File: src/rtl/li_pipe_gen.sv
// Latency-insensitive pipeline generator. Builds a plain register chain (non_li),
// a forward/reverse credit chain (credit) or a chain of Carloni relay stations.

module li_relay_station #(
  parameter int DATA_WIDTH = 16
) (
  input  logic                  clock,
  input  logic                  reset,
  input  logic [DATA_WIDTH-1:0] up_data_i,
  input  logic                  up_valid_i,
  output logic                  up_stop_o,
  output logic [DATA_WIDTH-1:0] dn_data_o,
  output logic                  dn_valid_o,
  input  logic                  dn_stop_i,
  output logic [1:0]            cnt_o
);
  logic [1:0]            cnt_q, cnt_d;
  logic [DATA_WIDTH-1:0] main_q, main_d, aux_q, aux_d;
  logic                  accept, emit;

  // Stop is a pure register decode so stop never races through a station.
  assign up_stop_o  = (cnt_q == 2'd2);
  assign accept     = up_valid_i && !up_stop_o;
  assign emit       = (cnt_q != 2'd0) && !dn_stop_i;
  assign dn_valid_o = (cnt_q != 2'd0);
  assign dn_data_o  = main_q;
  assign cnt_o      = cnt_q;

  always_comb begin
    cnt_d  = cnt_q;
    main_d = main_q;
    aux_d  = aux_q;
    unique case ({accept, emit})
      2'b10: begin
        cnt_d = cnt_q + 2'd1;
        if (cnt_q == 2'd0) main_d = up_data_i;
        else               aux_d  = up_data_i;
      end
      2'b01: begin
        cnt_d = cnt_q - 2'd1;
        if (cnt_q == 2'd2) main_d = aux_q;
      end
      2'b11:   main_d = up_data_i;  // only possible at cnt==1
      default: ;
    endcase
  end

  always_ff @(posedge clock or negedge reset) begin
    if (!reset) begin
      cnt_q  <= '0;
      main_q <= '0;
      aux_q  <= '0;
    end else begin
      cnt_q  <= cnt_d;
      main_q <= main_d;
      aux_q  <= aux_d;
    end
  end
endmodule

module li_pipe_gen #(
  parameter int    DATA_WIDTH        = 16,
  parameter int    N_STAGES          = 2,
  parameter string INTERCONNECT_TYPE = "carloni",
  localparam int   OCC_W             = (N_STAGES == 0) ? 1 : $clog2(2*N_STAGES+1)
) (
  input  logic                         clock,
  input  logic                         reset,
  input  logic signed [DATA_WIDTH-1:0] i_data,
  input  logic                         i_valid,
  output logic                         o_li_feedback,
  output logic signed [DATA_WIDTH-1:0] o_data,
  output logic                         o_valid,
  input  logic                         i_li_feedback,
  output logic [OCC_W-1:0]             o_occupancy
);
  localparam bit IS_NON_LI  = (INTERCONNECT_TYPE == "non_li");
  localparam bit IS_CREDIT  = (INTERCONNECT_TYPE == "credit");
  localparam bit IS_CARLONI = (INTERCONNECT_TYPE == "carloni");

  if (!(IS_NON_LI || IS_CREDIT || IS_CARLONI)) begin : g_bad_type
    $fatal(1, "li_pipe_gen: INTERCONNECT_TYPE must be non_li, credit or carloni");
  end

  if (N_STAGES == 0) begin : g_wire
    logic unused_ctl;
    assign unused_ctl    = clock ^ reset ^ i_li_feedback;
    assign o_data        = i_data;
    assign o_valid       = i_valid;
    assign o_li_feedback = IS_NON_LI ? 1'b0 : i_li_feedback;
    assign o_occupancy   = '0;
  end else if (IS_CARLONI) begin : g_carloni
    // Index k is the boundary in front of station k; N_STAGES is the receiver side.
    wire [N_STAGES:0][DATA_WIDTH-1:0] st_data;
    wire [N_STAGES:0]                 st_valid;
    wire [N_STAGES:0]                 st_stop;
    wire [N_STAGES-1:0][1:0]          st_cnt;

    assign st_data[0]        = i_data;
    assign st_valid[0]       = i_valid;
    assign st_stop[N_STAGES] = i_li_feedback;
    assign o_data            = st_data[N_STAGES];
    assign o_valid           = st_valid[N_STAGES];
    assign o_li_feedback     = st_stop[0];

    for (genvar k = 0; k < N_STAGES; k++) begin : g_rs
      li_relay_station #(.DATA_WIDTH(DATA_WIDTH)) u_rs (
        .clock      (clock),
        .reset      (reset),
        .up_data_i  (st_data[k]),
        .up_valid_i (st_valid[k]),
        .up_stop_o  (st_stop[k]),
        .dn_data_o  (st_data[k+1]),
        .dn_valid_o (st_valid[k+1]),
        .dn_stop_i  (st_stop[k+1]),
        .cnt_o      (st_cnt[k])
      );
    end

    always_comb begin
      o_occupancy = '0;
      for (int k = 0; k < N_STAGES; k++) o_occupancy = o_occupancy + OCC_W'(st_cnt[k]);
    end
  end else begin : g_regs
    logic [N_STAGES-1:0][DATA_WIDTH-1:0] data_q;
    logic [N_STAGES-1:0]                 vld_q;
    logic [N_STAGES:0][DATA_WIDTH-1:0]   data_pipe;
    logic [N_STAGES:0]                   vld_pipe;

    assign data_pipe = {data_q, i_data};
    assign vld_pipe  = {vld_q, i_valid};
    assign o_data    = data_pipe[N_STAGES];
    assign o_valid   = vld_pipe[N_STAGES];

    always_ff @(posedge clock or negedge reset) begin
      if (!reset) begin
        data_q <= '0;
        vld_q  <= '0;
      end else begin
        data_q <= data_pipe[N_STAGES-1:0];
        vld_q  <= vld_pipe[N_STAGES-1:0];
      end
    end

    always_comb begin
      o_occupancy = '0;
      for (int k = 0; k < N_STAGES; k++) o_occupancy = o_occupancy + OCC_W'(vld_q[k]);
    end

    if (IS_CREDIT) begin : g_crd
      // Independent reverse chain: one bit per stage keeps adjacent pulses distinct.
      logic [N_STAGES-1:0] crd_q;
      logic [N_STAGES:0]   crd_pipe;
      assign crd_pipe      = {crd_q, i_li_feedback};
      assign o_li_feedback = crd_pipe[N_STAGES];
      always_ff @(posedge clock or negedge reset) begin
        if (!reset) crd_q <= '0;
        else        crd_q <= crd_pipe[N_STAGES-1:0];
      end
    end else begin : g_nofb
      logic unused_fb;
      assign unused_fb     = i_li_feedback;
      assign o_li_feedback = 1'b0;
    end
  end
endmodule

File: config.mk
export PLATFORM = sky130hd
export DESIGN_NAME = li_pipe_gen
export DESIGN_NICKNAME = d
export VERILOG_FILES = /design/src/rtl/li_pipe_gen.sv
export SDC_FILE = /design/constraint.sdc
export NUM_CORES = 1
export LEC_CHECK = 0
export ABC_AREA = 1
export CAP_MARGIN = 20
export CORE_MARGIN = 8
export CORE_UTILIZATION = 30
export DETAILED_ROUTE_END_ITERATION = 6
export RECOVER_POWER = 100
export SLEW_MARGIN = 10
export SYNTH_ARGS = -nofsm -noshare
export SYNTH_HDL_FRONTEND = slang
export SYNTH_SLANG_ARGS = --single-unit
File: constraint.sdc
create_clock -name clock -period 2.4 [get_ports clock]
set_input_delay 0.48 -clock clock [delete_from_list [all_inputs] [get_ports clock]]
set_output_delay 0.48 -clock clock [all_outputs]
set_load 0.05 [all_outputs]
* Yosys cells after proc, flatten, opt, wreduce, memory -nomap -nowiden *
Index checks and enable logic that the tools add are counted.

word-level totals
  bits in registers = 68
  latch bits = 0
  memory bits (writable) = 0
  memory bits (read-only) = 0
  bits of input ports = 20
  output and inout port bits = 21
  logic and storage cells = 51
  memories = 0

cells by class
  add/sub/neg operators = 5
  multiply operators = 0
  div/mod/pow operators = 0
  order comparisons = 0
  equal/unequal tests = 12
  shift operators = 0
  muxes and demuxes = 8
  bitwise operators = 2
  reduce and logical (&&, ||, !) cells = 18

operators by type and width
  kind                   number
  $pmux W16 S3           2
  $mux W16               4
  $eq A2 B2 Y1 const B   6
  $ne A2 B1 Y1 const B   4
  $pmux W2 S2            2
  $reduce_bool A2 Y1     4
  $reduce_and A3 Y1      2
  $reduce_bool A3 Y1     2
  $add A2 B1 Y2 const B  2
  $eq A2 B1 Y1 const B   2
  $logic_not A2 Y1       2
  $reduce_and A2 Y1      2
  $sub A2 B1 Y2 const B  2
  $add A2 B2 Y3          1
  $logic_and A1 B1 Y1    3
  $logic_not A1 Y1       3
  $not A1 Y1             2

* Longest topological paths before layout *
Gate-level depths: netlist of run 1.

  depth in word-level cells = 6
  depth in mapped cells = 11
  depth with buffers taken out = 10

* Hierarchy *
Synthesis of run 1 repeated with hierarchy kept, for this count alone.

second synthesis, totals
  cells, all modules = 397
  area total of the unflattened synthesis = 3314.4 um^2

by module, submodules not included
  module            times used  cells each  area an instance (um^2)  seq. area each (um^2)
  li_relay_station  2           195         1631.6                   850.8
  li_pipe_gen       1           7           51.3                     0.0

* Worst setup path before layout of run 1 *
OpenSTA, ideal clock, no wires.

  path kind = register to output
  start = register g_carloni.g_rs[0].u_rs.cnt_q[0]
  end = output o_occupancy[1]
  data arrival time = 1.419 ns
  required time = 1.920 ns
  setup slack = 0.501 ns
  cell stages (with the launch flop) = 3
  buffers on the path = 0
  path through = dfrtp_1 > ha_1 > fa_1

between the ends
  word-level cells in the longest chain between the ends = 1

RTL lines
  element                   RTL line  source
  start: declaration        17        logic [1:0] cnt_q, cnt_d;
  start signal: assignment  54        cnt_q <= cnt_d;
  $add A2 B2 Y3             122       for (int k = 0; k < N_STAGES; k++) o_occupancy = o_occupancy + OCC_W'(st_cnt[k]);
  end: declaration          75        output logic [OCC_W-1:0] o_occupancy

Every way passes these cells.

* Final worst setup path of run 1 *
  start = register g_carloni.g_rs[0].u_rs.cnt_q[0]
  end = output o_li_feedback

between the ends
  word-level cells in the longest chain between the ends = 1

RTL lines
  element           RTL line  source
  $eq A2 B2 Y1      22        assign up_stop_o = (cnt_q == 2'd2);
  end: declaration  71        output logic o_li_feedback,

Every way passes these cells.

==> results of run 1 <==
logic make-up after synthesis:
family | synth area share
compound gates | 0.1119
simple gates | 0.2342
buf+inv | 0.08912
xor+xnor | 0.01080
fa+ha+maj | 0.02932
flops | 0.5247
layout make-up:
type | instances | area share
sequential | 68 | 0.4324
multi-input combinational | 258 | 0.3176
clock buffer | 10 | 0.03498
inverter | 44 | 0.04197
clock inverter | 6 | 0.02226
timing repair buffer | 47 | 0.1062
tap | 140 | 0.04452
flip-flops by register name, indices dropped and copies added, names as in the netlist:
register,cells
g_carloni.g_rs.u_rs.aux_q,32
g_carloni.g_rs.u_rs.dn_data_o,32
g_carloni.g_rs.u_rs.cnt_o,4
Yosys cell counts, types with 3 or more instances:
library cell               count  area share
sky130_fd_sc_hd__buf_2         9       0.014
sky130_fd_sc_hd__inv_1        41       0.047
sky130_fd_sc_hd__inv_2         3      0.0035
sky130_fd_sc_hd__nand2_1     136        0.16
sky130_fd_sc_hd__o21ai_0      62       0.096
sky130_fd_sc_hd__clkbuf_1      6      0.0069
sky130_fd_sc_hd__xor2_1        3      0.0081
sky130_fd_sc_hd__ha_1          6       0.023
sky130_fd_sc_hd__nand3_1      33       0.051
sky130_fd_sc_hd__buf_6         3       0.010
sky130_fd_sc_hd__dfrtp_1      68        0.52
sky130_fd_sc_hd__nor2_1        3      0.0035
sky130_fd_sc_hd__buf_4         3      0.0069
stage by stage:
stage / worst slack [ns] / cells / hold WS [ns] / utilization
after floorplan: 0.5015 / 391 / 0.1844 / -
after global placement: 0.3228 / 557 / 0.4603 / 0.3501
after detailed placement: 0.2910 / 557 / 0.4597 / 0.3501
after CTS: 0.05980 / 573 / 0.1605 / 0.3711
after global routing: 0.01600 / 573 / 0.4833 / 0.3678
final: 0.08217 / 573 / 0.4648 / 0.3678
power groups by stage:
stage	logic, mW	clock network (mW)	registers [mW]
floorplan	2.25	0	2.32
global placement	3.26	0	2.01
detailed placement	3.34	0	2.03
CTS	3.35	1.08	2.01
global route	3.56	1.12	2.08
finish	3.12	1.04	2.00
worst max-delay path by stage:
stage,startpoint,end,slack (ns),cells after the start
after floorplan,g_carloni.g_rs[0].u_rs.cnt_o[0],o_occupancy[1],0.50,2
after global placement,i_li_feedback,g_carloni.g_rs[1].u_rs.dn_data_o[10],0.32,9
after detailed placement,i_li_feedback,g_carloni.g_rs[1].u_rs.dn_data_o[10],0.29,9
after CTS,g_carloni.g_rs[0].u_rs.cnt_o[0],o_li_feedback,0.06,4
after global routing,g_carloni.g_rs[0].u_rs.cnt_o[0],o_li_feedback,0.02,4
final,g_carloni.g_rs[0].u_rs.cnt_o[0],o_li_feedback,0.08,4
layer usage:
layer | track usage | vias up | part of all wire
li1 | - | 1307 | -
met4 | 0.04918 | 0 | 0.021
met2 | 0.1450 | 50 | 0.41
met3 | 0.03241 | 10 | 0.064
met5 | 0 | - | 0
met1 | 0.1217 | 1064 | 0.51
worst register-to-register path, stage by stage (launching register included):
cell and delay, ns:
sky130_fd_sc_hd__dfrtp_1 0.57, sky130_fd_sc_hd__inv_1 0.07, sky130_fd_sc_hd__a21oi_1 0.28, sky130_fd_sc_hd__inv_1 0.16
sky130_fd_sc_hd__ha_1 0.27, sky130_fd_sc_hd__clkbuf_4 0.27, sky130_fd_sc_hd__o21ai_0 0.24, sky130_fd_sc_hd__nand3_1 0.10
sky130_fd_sc_hd__nand2_1 0.09
==> results.txt, run 1 <==
The run finished, with violations left. Across the whole layout, storage elements account for 0.001702 mm^2. Data on the critical path arrives at its endpoint at 1.84 ns.

The path with the worst hold slack has its endpoint at g_carloni.g_rs[1].u_rs.dn_data_o[2]. Synthesis instantiated 23 different standard cells from the library. Wires add up to 6318 um. For the worst setup path, the data required time is 1.92 ns. The clock insertion delay at the later pin of the skew report is 0.34 ns, and the fraction of final layout cells sized beyond drive strength 1 is 0.08083.

The run gives 4694 um as the placed wire-length estimate after detailed placement. The run gives 0.01070 mm^2 as the placeable core area. After synthesis, the mean cell area works out to 8.294 um^2. The average wire length per cell after detail routing works out to 11.03 um.

The signal on the critical path passes through inv_2 > nand2_1 > inv_1 > clkdlybuf4s50_1. The class of the most critical hold timing path is register to register. The clock passes through at most 2 buffers. In this run the core area contains 38 standard-cell rows. Counting flops and latches in the post-synthesis netlist gives 68. Number of fill cells: 1,136. Pin count of the biggest net entering global routing: 33.

Along the worst hold path, the cell count comes to 2. At the end of routability-driven placement, the weighted congestion stood at 0.7391. Yosys warning count: 0.

After routing the design area is 0.003935 mm^2. The count of input and output buffers works out to 40. Summing over every cut layer, the via total after detailed routing is 2,431.

Summed over all nets, the switching power comes to 2.875 mW. The startpoint identified for the worst hold timing path is g_carloni.g_rs[1].u_rs.dn_data_o[2]. During I/O placement, the number of pins put on the boundary was 41.

Counting flops with a built-in enable in the synthesized netlist gives 0. In this run the cell area measured after placement is 0.003745 mm^2. The sequential cell fraction of total power came out at 0.325. The checks that failed: capacitance limit. The fraction of synthesis flops using an asynchronous set or reset pin was 1.000. Setup repair after global routing left no endpoint under its margin. Clock skew on the completed layout was measured at 0.003860 ns. The clock period could shrink to 2.318 ns.

The depth of the worst register-to-register path is 8, and the antenna violation net count after detailed routing is 0. The worst setup path is launched from a register. In the layout the commonest cells are 137 x sky130_fd_sc_hd__nand2_1, 68 x sky130_fd_sc_hd__dfrtp_1, 64 x sky130_fd_sc_hd__o21ai_0.

Counting both buffers and inverters, the worst setup path holds a total of 3. For this design, the CTS-stage hold fixing added 0 buffers. Launch point of the worst reg-to-reg path: g_carloni.g_rs[1].u_rs.cnt_o[0].

For this design the static power due to leakage is 1.973 nW. The initial core utilization was 0.3032; the vertical extent of the die was 120.0 um. VDD sags by at most 0.4809 mV. The part of the Yosys area used for sequential elements came out at 0.5247. Clock tree root driver cell: sky130_fd_sc_hd__clkbuf_8. On the critical path, the stage with the largest delay is an instance of sky130_fd_sc_hd__clkdlybuf4s50_1. Number of antenna violations at the first check in global routing: 0. STA classifies the critical path endpoint as a primary output. The die outline width was 120.0 um; the CTS buffer count was 9. The top flip-flop cell by instance count after synthesis was sky130_fd_sc_hd__dfrtp_1. Summing every instance area after synthesis gives 0.003243 mm^2.

The first global-routing pass estimated 11,430 um of wire. The clock-pin slew of the registers on the worst-case setup and hold paths was 0.07 ns; the flop-to-flop setup slack was 0.29 ns. The library cell used most frequently in the layout, excluding fill and tap cells, is sky130_fd_sc_hd__nand2_1. The cell-internal power was 3.285 mW. The proportion of power drawn by the clock network is 0.169. TritonCTS built the clock tree.

The tools report the worst max-slew margin expressed relative to the limit as 0.006107. The critical path class is register to primary output. The H-tree generated during clock tree synthesis spans 3 levels. Family of cells with the greatest summed delay on the critical path: buffers and inverters. The number of gates resized after CTS was 0. The final net count is 455, and the antenna diode instance count is 0. The detailed-router iteration count before antenna repair was 5; the detailed-route DRC error count was 0. The final number of max-transition violations came out at 0. The total power density per cell area was 1565 mW/mm^2. In this run the worst path has a maximum fanout of 5. The via count of the first global-routing pass was 2,488. After routing, the total negative slack on setup checks comes to 0 ns. Worst reg2reg path endpoint: g_carloni.g_rs[1].u_rs.dn_data_o[9].

The highest clock frequency the design can meet is 431.4 MHz. For the total global routing track utilization, the log shows 0.09661. For the net count of the mapped netlist, the log shows 418. The logs give 0 for the count of endpoints failing hold in the final timing report and 6.160 mW for the final total power.

In the routed layout, each cell is associated on average with a via count of 4.243. After clock tree synthesis, the setup repair step added 0 buffers. The tools report the post-synthesis instance total as 391. The starting DRC count in detailed routing is 117. The ratio of final minimum period to clock period is 0.9658, and the remaining global-route overflow is 0. Combinational fraction of design power: 0.506. The switching portion of total power is 0.4667. At the pin with the least slew margin, the transition time is 1.491 ns.

The tools report the area of the die as 0.01439 mm^2. The total setup violations reported at the end of the flow is 0, and the multi-input combinational cell area is 0.001250 mm^2. The number of violations of the max-capacitance limit is 1, and the layout overhead on the synthesized area is 21.33%. For this design, the sink count on the clock tree is 68. On the worst path, the slowest cell contributes a delay of 0.79 ns.
(Power assumes the default switching activity.)
==> inputs of run 2 (changes only) <==
--- a/config.mk
+++ b/config.mk
@@ -8,8 +8,9 @@
 export ABC_AREA = 1
 export CAP_MARGIN = 20
 export CORE_MARGIN = 8
-export CORE_UTILIZATION = 30
+export CORE_UTILIZATION = 55
 export DETAILED_ROUTE_END_ITERATION = 6
+export PLACE_DENSITY = 0.79
 export RECOVER_POWER = 100
 export SLEW_MARGIN = 10
 export SYNTH_ARGS = -nofsm -noshare
==> run 2 against run 1 <==
Net effect: the flow now finishes without violations; non-clock buffer count fell by 1; via count up 1.9%; critical path depth stayed put; total power shrank 2.5%; critical endpoint unchanged; largest power group unchanged.
==> results.txt, run 2 (same netlist as run 1, synthesis figures left out) <==
TritonCTS built the clock tree. The run gives 110 (-6.0%) as the starting DRC count in detailed routing. The worst setup slack after placement is 0.2928 ns (+0.001850 ns), and the via count normalized by instance count is 4.895 (+15%). The count of input and output buffers is 40 (unchanged). The number of hold buffers added after CTS was 0 (unchanged); the detailed-route DRC error count was 0 (unchanged). The highest clock frequency the design can meet came out at 433.3 MHz (+0.44%). The number of antenna violations at the first check in global routing was 0 (unchanged). The die outline width came out at 92.79 um (-23%).

The library cell used most frequently in the layout, excluding fill and tap cells, is sky130_fd_sc_hd__nand2_1. The tools report the number of violations of the max-capacitance limit as 0 (-1). The setup total negative slack is 0 ns (unchanged). The tools report the flop-to-flop setup slack as 0.26 ns (-0.03 ns).

The tools report the buffer depth of the longest clock path as 2 (unchanged). The run gives 2,477 (+1.9%) as the total via count in the routed design. The total power density per cell area was 1576 mW/mm^2 (+0.65%); the combinational fraction of design power was 0.509 (+0.003).

The endpoint type of the worst setup path is a primary output. The tree is rooted in a sky130_fd_sc_hd__clkbuf_8. The logs give 0.005785 ns (+0.001926 ns) for the clock tree skew after final layout and 1.83 ns (about the same) for the arrival time at the worst endpoint.

The CTS sink count came out at 68 (unchanged). Setup repair after global routing left no endpoint under its margin. Relative to the synthesized area, the layout overhead comes to 17.55%.

The logs give 0 (unchanged) for the post-CTS setup buffer count and 10,570 um (-7.5%) for the global-route wire length before repair. The total wire length is 5785 um (-8.4%). For the clock insertion delay at the later pin of the skew report, the log shows 0.34 ns (about the same). CTS buffer count: 9 (unchanged).

The launch point of the worst reg-to-reg path is g_carloni.g_rs[1].u_rs.cnt_o[0]. The run finished with clean final reports. The final cell count without fillers is 506 (-12%).

The antenna violation net count after detailed routing came out at 0 (unchanged). For the count of endpoints failing hold in the final timing report, the log shows 0 (unchanged). The fraction of final layout cells sized beyond drive strength 1 works out to 0.07425 (-0.006585). Placeable core area: 0.005816 mm^2 (-46%). The length of routed met2 wiring is 2559 um (-1.2%). The setup path with the least slack is of type register to primary output. The logs give 0.08814 (+0.08204) for the worst max-slew margin expressed relative to the limit and 0 (unchanged) for the final number of max-transition violations. The transition time at the pin with the least slew margin is 1.368 ns (-0.1231 ns), and the worst supply voltage drop on vdd is 0.8471 mV (+76%). Vertical extent of the die: 92.79 um (-23%). Net switching power figure: 2.813 mW (-2.1%). The detailed-router iteration count before antenna repair came out at 4 (-1).

For the pin count of the biggest net entering global routing, the log shows 34 (+3.0%). For the placed wire-length estimate after detailed placement, the log shows 4185 um (-11%). The cell-internal power is 3.194 mW (-2.8%). In the layout the commonest cells are 137 x sky130_fd_sc_hd__nand2_1, 68 x sky130_fd_sc_hd__dfrtp_1, 64 x sky130_fd_sc_hd__o21ai_0.

The count of placed standard cells including taps was 491 (-12%). The wire length the detailed router placed on met1 is 2829 um (-11%), and the highest fanout seen on the critical path is 5 (unchanged). Switching portion of total power: 0.4683 (+0.001655).

Total number of placement rows: 28 (-26%). The tools report the worst reg2reg path endpoint as g_carloni.g_rs[0].u_rs.dn_data_o[15]. The run gives 0.008610 mm^2 (-40%) as the area of the die. The ratio of final minimum period to clock period is 0.9615 (-0.004219). The class of the most critical hold timing path was primary input to asynchronous set/reset pin.

The run gives 0 (unchanged) as the number of gates resized after CTS. The average wire length per cell after detail routing came out at 11.43 um (+3.7%). The depth of the worst register-to-register path was 7 (-1); the via count of the first global-routing pass was 2,445 (-1.7%). Remaining global-route overflow: 0 (unchanged). The run gives 0.159 (-0.010) as the proportion of power drawn by the clock network.

The logs give 0.5577 (+0.2545) for the initial core utilization and 0 (unchanged) for the total setup violations reported at the end of the flow. The run gives 0.4398 ns (-0.02495 ns) as the tightest hold margin. The logs give 41 (unchanged) for the number of I/O pins and 0.09229 ns (+0.01013 ns) for the worst setup slack after layout. The sequential cell fraction of total power is 0.332 (+0.007). The required time reported for the critical path endpoint was 1.92 ns (about the same).

For the final total power, the log shows 6.007 mW (-2.5%). The global placement routability congestion was 0.7860 (+6.3%). Highest routed metal layer: met4.

The time the worst path needs with I/O delays and setup is 2.308 ns (-0.01013 ns). The clock-pin slew of the registers on the worst-case setup and hold paths is 0.07 ns (about the same). The total number of H-tree levels is 3 (unchanged), and the total global routing track utilization is 0.1504 (+0.05375). The worst setup path is launched from a register. Final net count: 454 (-0.22%). The length of routed met3 wiring was 263 um (-35%); the reported leakage power was 1.956 nW (-0.85%).

The antenna diode instance count is 0 (unchanged).
## run 2: worst max path at each step
stage / startpoint / to / slack (ns) / cells past startpoint
final: g_carloni.g_rs[0].u_rs.cnt_o[0] / o_li_feedback / 0.09 / 4
after global routing: g_carloni.g_rs[0].u_rs.cnt_o[0] / o_li_feedback / 0.02 / 4
after CTS: g_carloni.g_rs[0].u_rs.cnt_o[0] / o_li_feedback / 0.08 / 4
after detailed placement: i_li_feedback / g_carloni.g_rs[1].u_rs.dn_data_o[10] / 0.29 / 9
after global placement: i_li_feedback / g_carloni.g_rs[1].u_rs.dn_data_o[1] / 0.35 / 9
after floorplan: g_carloni.g_rs[0].u_rs.cnt_o[0] / o_occupancy[1] / 0.50 / 2
## run 2: critical path, stage by stage (launching register included)
cell                              delay, ns
sky130_fd_sc_hd__dfrtp_1               0.44
sky130_fd_sc_hd__inv_2                 0.09
sky130_fd_sc_hd__nand2_1               0.09
sky130_fd_sc_hd__inv_1                 0.07
sky130_fd_sc_hd__clkdlybuf4s50_1       0.80
## run 2: layout make-up
cell class                 instances  area [um^2]
tap                               75        93.84
clock buffer                      14        172.7
timing repair buffer              46        406.6
fill                             492         2003
sequential                        68         1702
multi-input combinational        258         1242
clock inverter                     1        30.03
inverter                          44        165.2
## run 2: per-stage QoR
stage / utilization / cell area (um^2)
after global routing: 0.6556 / 3812
final: 0.6556 / 3812
after global placement: 0.6287 / 3656
after floorplan: - / 3243
after detailed placement: 0.6287 / 3656
after CTS: 0.6635 / 3859
## run 2: per-layer routing
layer  GRT usage  vias up
li1            -     1299
met1      0.1895     1118
met2      0.2284       51
met3     0.03722        9
met4     0.09128        0
met5           0        -
## run 2: power by group through the flow
stage	clock (mW)	combinational, mW	sequential, mW
final	0.955	3.06	1.99
after global routing	1.03	3.45	2.06
after CTS	0.968	3.30	2.00
after detailed placement	0	3.28	2.02
after global placement	0	3.21	1.99
after floorplan	0	2.25	2.32
==> inputs of run 3 (changes only) <==
--- a/config.mk
+++ b/config.mk
@@ -12,6 +12,7 @@
 export DETAILED_ROUTE_END_ITERATION = 6
 export PLACE_DENSITY = 0.79
 export RECOVER_POWER = 100
+export SETUP_SLACK_MARGIN = 0.15
 export SLEW_MARGIN = 10
 export SYNTH_ARGS = -nofsm -noshare
 export SYNTH_HDL_FRONTEND = slang
==> run 3 against run 2 <==
Net effect: cell area grew 0.59%; hold slack worse by 0.013 ns; clock power hardly changed; critical path depth fell by 1; largest power group unchanged; global-route usage unchanged; first-iteration DRC count down 7.3%; highest routed layer unchanged; sequential power hardly changed; count of clock-buffer cells in the layout stayed put; fmax increased by 3.2%; utilization up 0.39 points; routed wire length up 1.0%; die area did not move.
==> results.txt, run 3 (same netlist as run 1, synthesis figures left out) <==
The flow ran to the end, and the final reports show no timing, DRC or antenna violations. The cell-internal power was 3.218 mW (+0.76%). The library cell used most frequently in the layout, excluding fill and tap cells, is sky130_fd_sc_hd__nand2_1. The die outline width was 92.79 um (unchanged).

Clock tree root driver cell: sky130_fd_sc_hd__clkbuf_8. For the CTS sink count, the log shows 68 (unchanged). The remaining global-route overflow was 0 (unchanged). The total global routing track utilization was 0.1504 (unchanged); the ratio of final minimum period to clock period was 0.9321 (-0.02941).

Register area: 0.001703 mm^2 (about the same). Length of routed met3 wiring: 272 um (+3.4%). Placeable core area: 0.005816 mm^2 (unchanged).

The launching element type of the critical path was a register. The global-route wire length before repair was 10,570 um (unchanged). The area of the die was 0.008610 mm^2 (unchanged). Setup repair after global routing left no endpoint under its margin.

The run gives 0.001245 mm^2 (+0.20%) as the multi-input combinational cell area. Routed signal wires occupy layers up through met4. The count of input and output buffers came out at 40 (unchanged). The total number of placement rows came out at 28 (unchanged). The buffer depth of the longest clock path is 2 (unchanged). The net switching power figure was 2.829 mW (+0.55%). The critical path in this run is classified as register to primary output. The logs give 0 (unchanged) for the total setup violations reported at the end of the flow and 457 (+0.66%) for the final net count.

The via count normalized by instance count is 4.914 (+0.37%). The fraction of final layout cells sized beyond drive strength 1 was 0.08295 (+0.008703). The total wire length came out at 5845 um (+1.0%).

The initial core utilization is 0.5577 (unchanged), and the combinational fraction of design power is 0.514 (+0.005). In the layout the commonest cells are 136 x sky130_fd_sc_hd__nand2_1, 67 x sky130_fd_sc_hd__dfrtp_1, 64 x sky130_fd_sc_hd__o21ai_0. Arrival time at the worst endpoint: 1.76 ns (-0.07 ns). The sequential cell fraction of total power is 0.329 (-0.003).

The tools report the number of hold buffers added after CTS as 0 (unchanged). The required time reported for the critical path endpoint is 1.92 ns (about the same), and the total number of H-tree levels is 3 (unchanged). The tools report the clock tree skew after final layout as 0.003991 ns (-0.001795 ns).

For the CTS buffer count, the log shows 9 (unchanged). TritonCTS built the clock tree. The global placement routability congestion is 0.7860 (unchanged), and the highest fanout seen on the critical path is 8 (+3). The setup total negative slack is 0 ns (unchanged).

The number of violations of the max-capacitance limit is 0 (unchanged), and the placed wire-length estimate after detailed placement is 4185 um (unchanged). The logs give 0.1123 (+0.02416) for the worst max-slew margin expressed relative to the limit and 0 (unchanged) for the number of antenna violations at the first check in global routing. The vertical extent of the die is 92.79 um (unchanged), and the number of fill cells is 489 (-0.61%).

For the antenna violation net count after detailed routing, the log shows 0 (unchanged). Final number of max-transition violations: 0 (unchanged). The tools report the length of routed met2 wiring as 2594 um (+1.4%). The logs give 4 (unchanged) for the detailed-router iteration count before antenna repair and 2846 um (+0.60%) for the wire length the detailed router placed on met1. The worst setup path is captured at a primary output.

The number of I/O pins is 41 (unchanged), and the layout overhead on the synthesized area is 18.25%. For the worst supply voltage drop on vdd, the log shows 0.8558 mV (+1.0%). The total via count in the routed design was 2,501 (+0.97%).

The count of endpoints failing hold in the final timing report came out at 0 (unchanged). The run gives 102 (-7.3%) as the starting DRC count in detailed routing. The switching portion of total power was 0.4678 (-0.0005310); the total power density per cell area was 1577 mW/mm^2 (about the same). Proportion of power drawn by the clock network: 0.158 (about the same). The clock insertion delay at the later pin of the skew report was 0.33 ns (about the same); the time the worst path needs with I/O delays and setup was 2.237 ns (-0.07058 ns).

Clock-pin slew of the registers on the worst-case setup and hold paths: 0.07 ns (about the same). The detailed-route DRC error count was 0 (unchanged); the final total power was 6.047 mW (+0.66%). Class of the most critical hold timing path: primary input to asynchronous set/reset pin. The antenna diode instance count is 0 (unchanged). Via count of the first global-routing pass: 2,445 (unchanged).

The pin count of the biggest net entering global routing is 34 (unchanged), and the transition time at the pin with the least slew margin is 1.332 ns (-0.03624 ns). Average wire length per cell after detail routing: 11.48 um (+0.44%). The run gives 447.0 MHz (+3.2%) as the highest clock frequency the design can meet. The tools report the reported leakage power as 1.973 nW (+0.91%).
run 3: final cells by class:
cell class / count / share of cell area
sequential: 68 / 0.4440
multi-input combinational: 258 / 0.3246
timing repair buffer: 49 / 0.1109
clock buffer: 14 / 0.04502
inverter: 44 / 0.04307
tap: 75 / 0.02447
clock inverter: 1 / 0.007830
run 3: worst paths after layout:
path	to	slack, ns	cells after the start	startpoint
min in group clock	g_carloni.g_rs[1].u_rs.dn_data_o[11]	0.46	2	g_carloni.g_rs[1].u_rs.dn_data_o[11]
min	g_carloni.g_rs[0].u_rs.cnt_o[0]	0.43	1	reset
max	o_occupancy[1]	0.16	3	g_carloni.g_rs[1].u_rs.cnt_o[0]
min reg2reg	g_carloni.g_rs[1].u_rs.dn_data_o[11]	0.46	2	g_carloni.g_rs[1].u_rs.dn_data_o[11]
max reg2reg	g_carloni.g_rs[0].u_rs.aux_q[14]	0.29	6	g_carloni.g_rs[1].u_rs.cnt_o[1]
max in group asynchronous	g_carloni.g_rs[1].u_rs.dn_data_o[5]	0.77	2	reset
run 3: worst max-delay path, cell delays in order (launching register included):
cell and delay, ns:
sky130_fd_sc_hd__dfrtp_2 0.46, sky130_fd_sc_hd__ha_1 0.21, sky130_fd_sc_hd__fa_1 0.48, sky130_fd_sc_hd__clkbuf_2 0.27
run 3: power by group through the flow:
stage / logic (mW) / clock network, mW / registers [mW]
6_report: 3.11 / 0.953 / 1.99
5_1_grt: 3.50 / 1.03 / 2.05
4_1_cts: 3.30 / 0.968 / 2.00
3_5_place_dp: 3.28 / 0 / 2.02
3_3_place_gp: 3.21 / 0 / 1.99
2_1_floorplan: 2.25 / 0 / 2.32
run 3: routing by layer:
layer,vias to the layer above,global-route usage
met3,10,0.03722
li1,1304,-
met1,1131,0.1895
met2,56,0.2284
met4,0,0.09128
met5,-,0
run 3: stage by stage:
stage / cell area (um^2) / utilization / hold slack (ns) / setup slack [ns] / instances
floorplan: 3243 / - / 0.1844 / 0.5015 / 391
global route: 3835 / 0.6594 / 0.4880 / 0.1141 / 509
detailed placement: 3656 / 0.6287 / 0.4573 / 0.2928 / 491
CTS: 3859 / 0.6635 / 0.1378 / 0.1741 / 506
global placement: 3656 / 0.6287 / 0.4538 / 0.3475 / 491
finish: 3835 / 0.6594 / 0.4267 / 0.1629 / 509
run 3: what timing repair did:
item / in CTS / in global routing
buffers inserted: 0 / 3
setup endpoints to repair: 2 / 1
resized for setup: 2 / 0
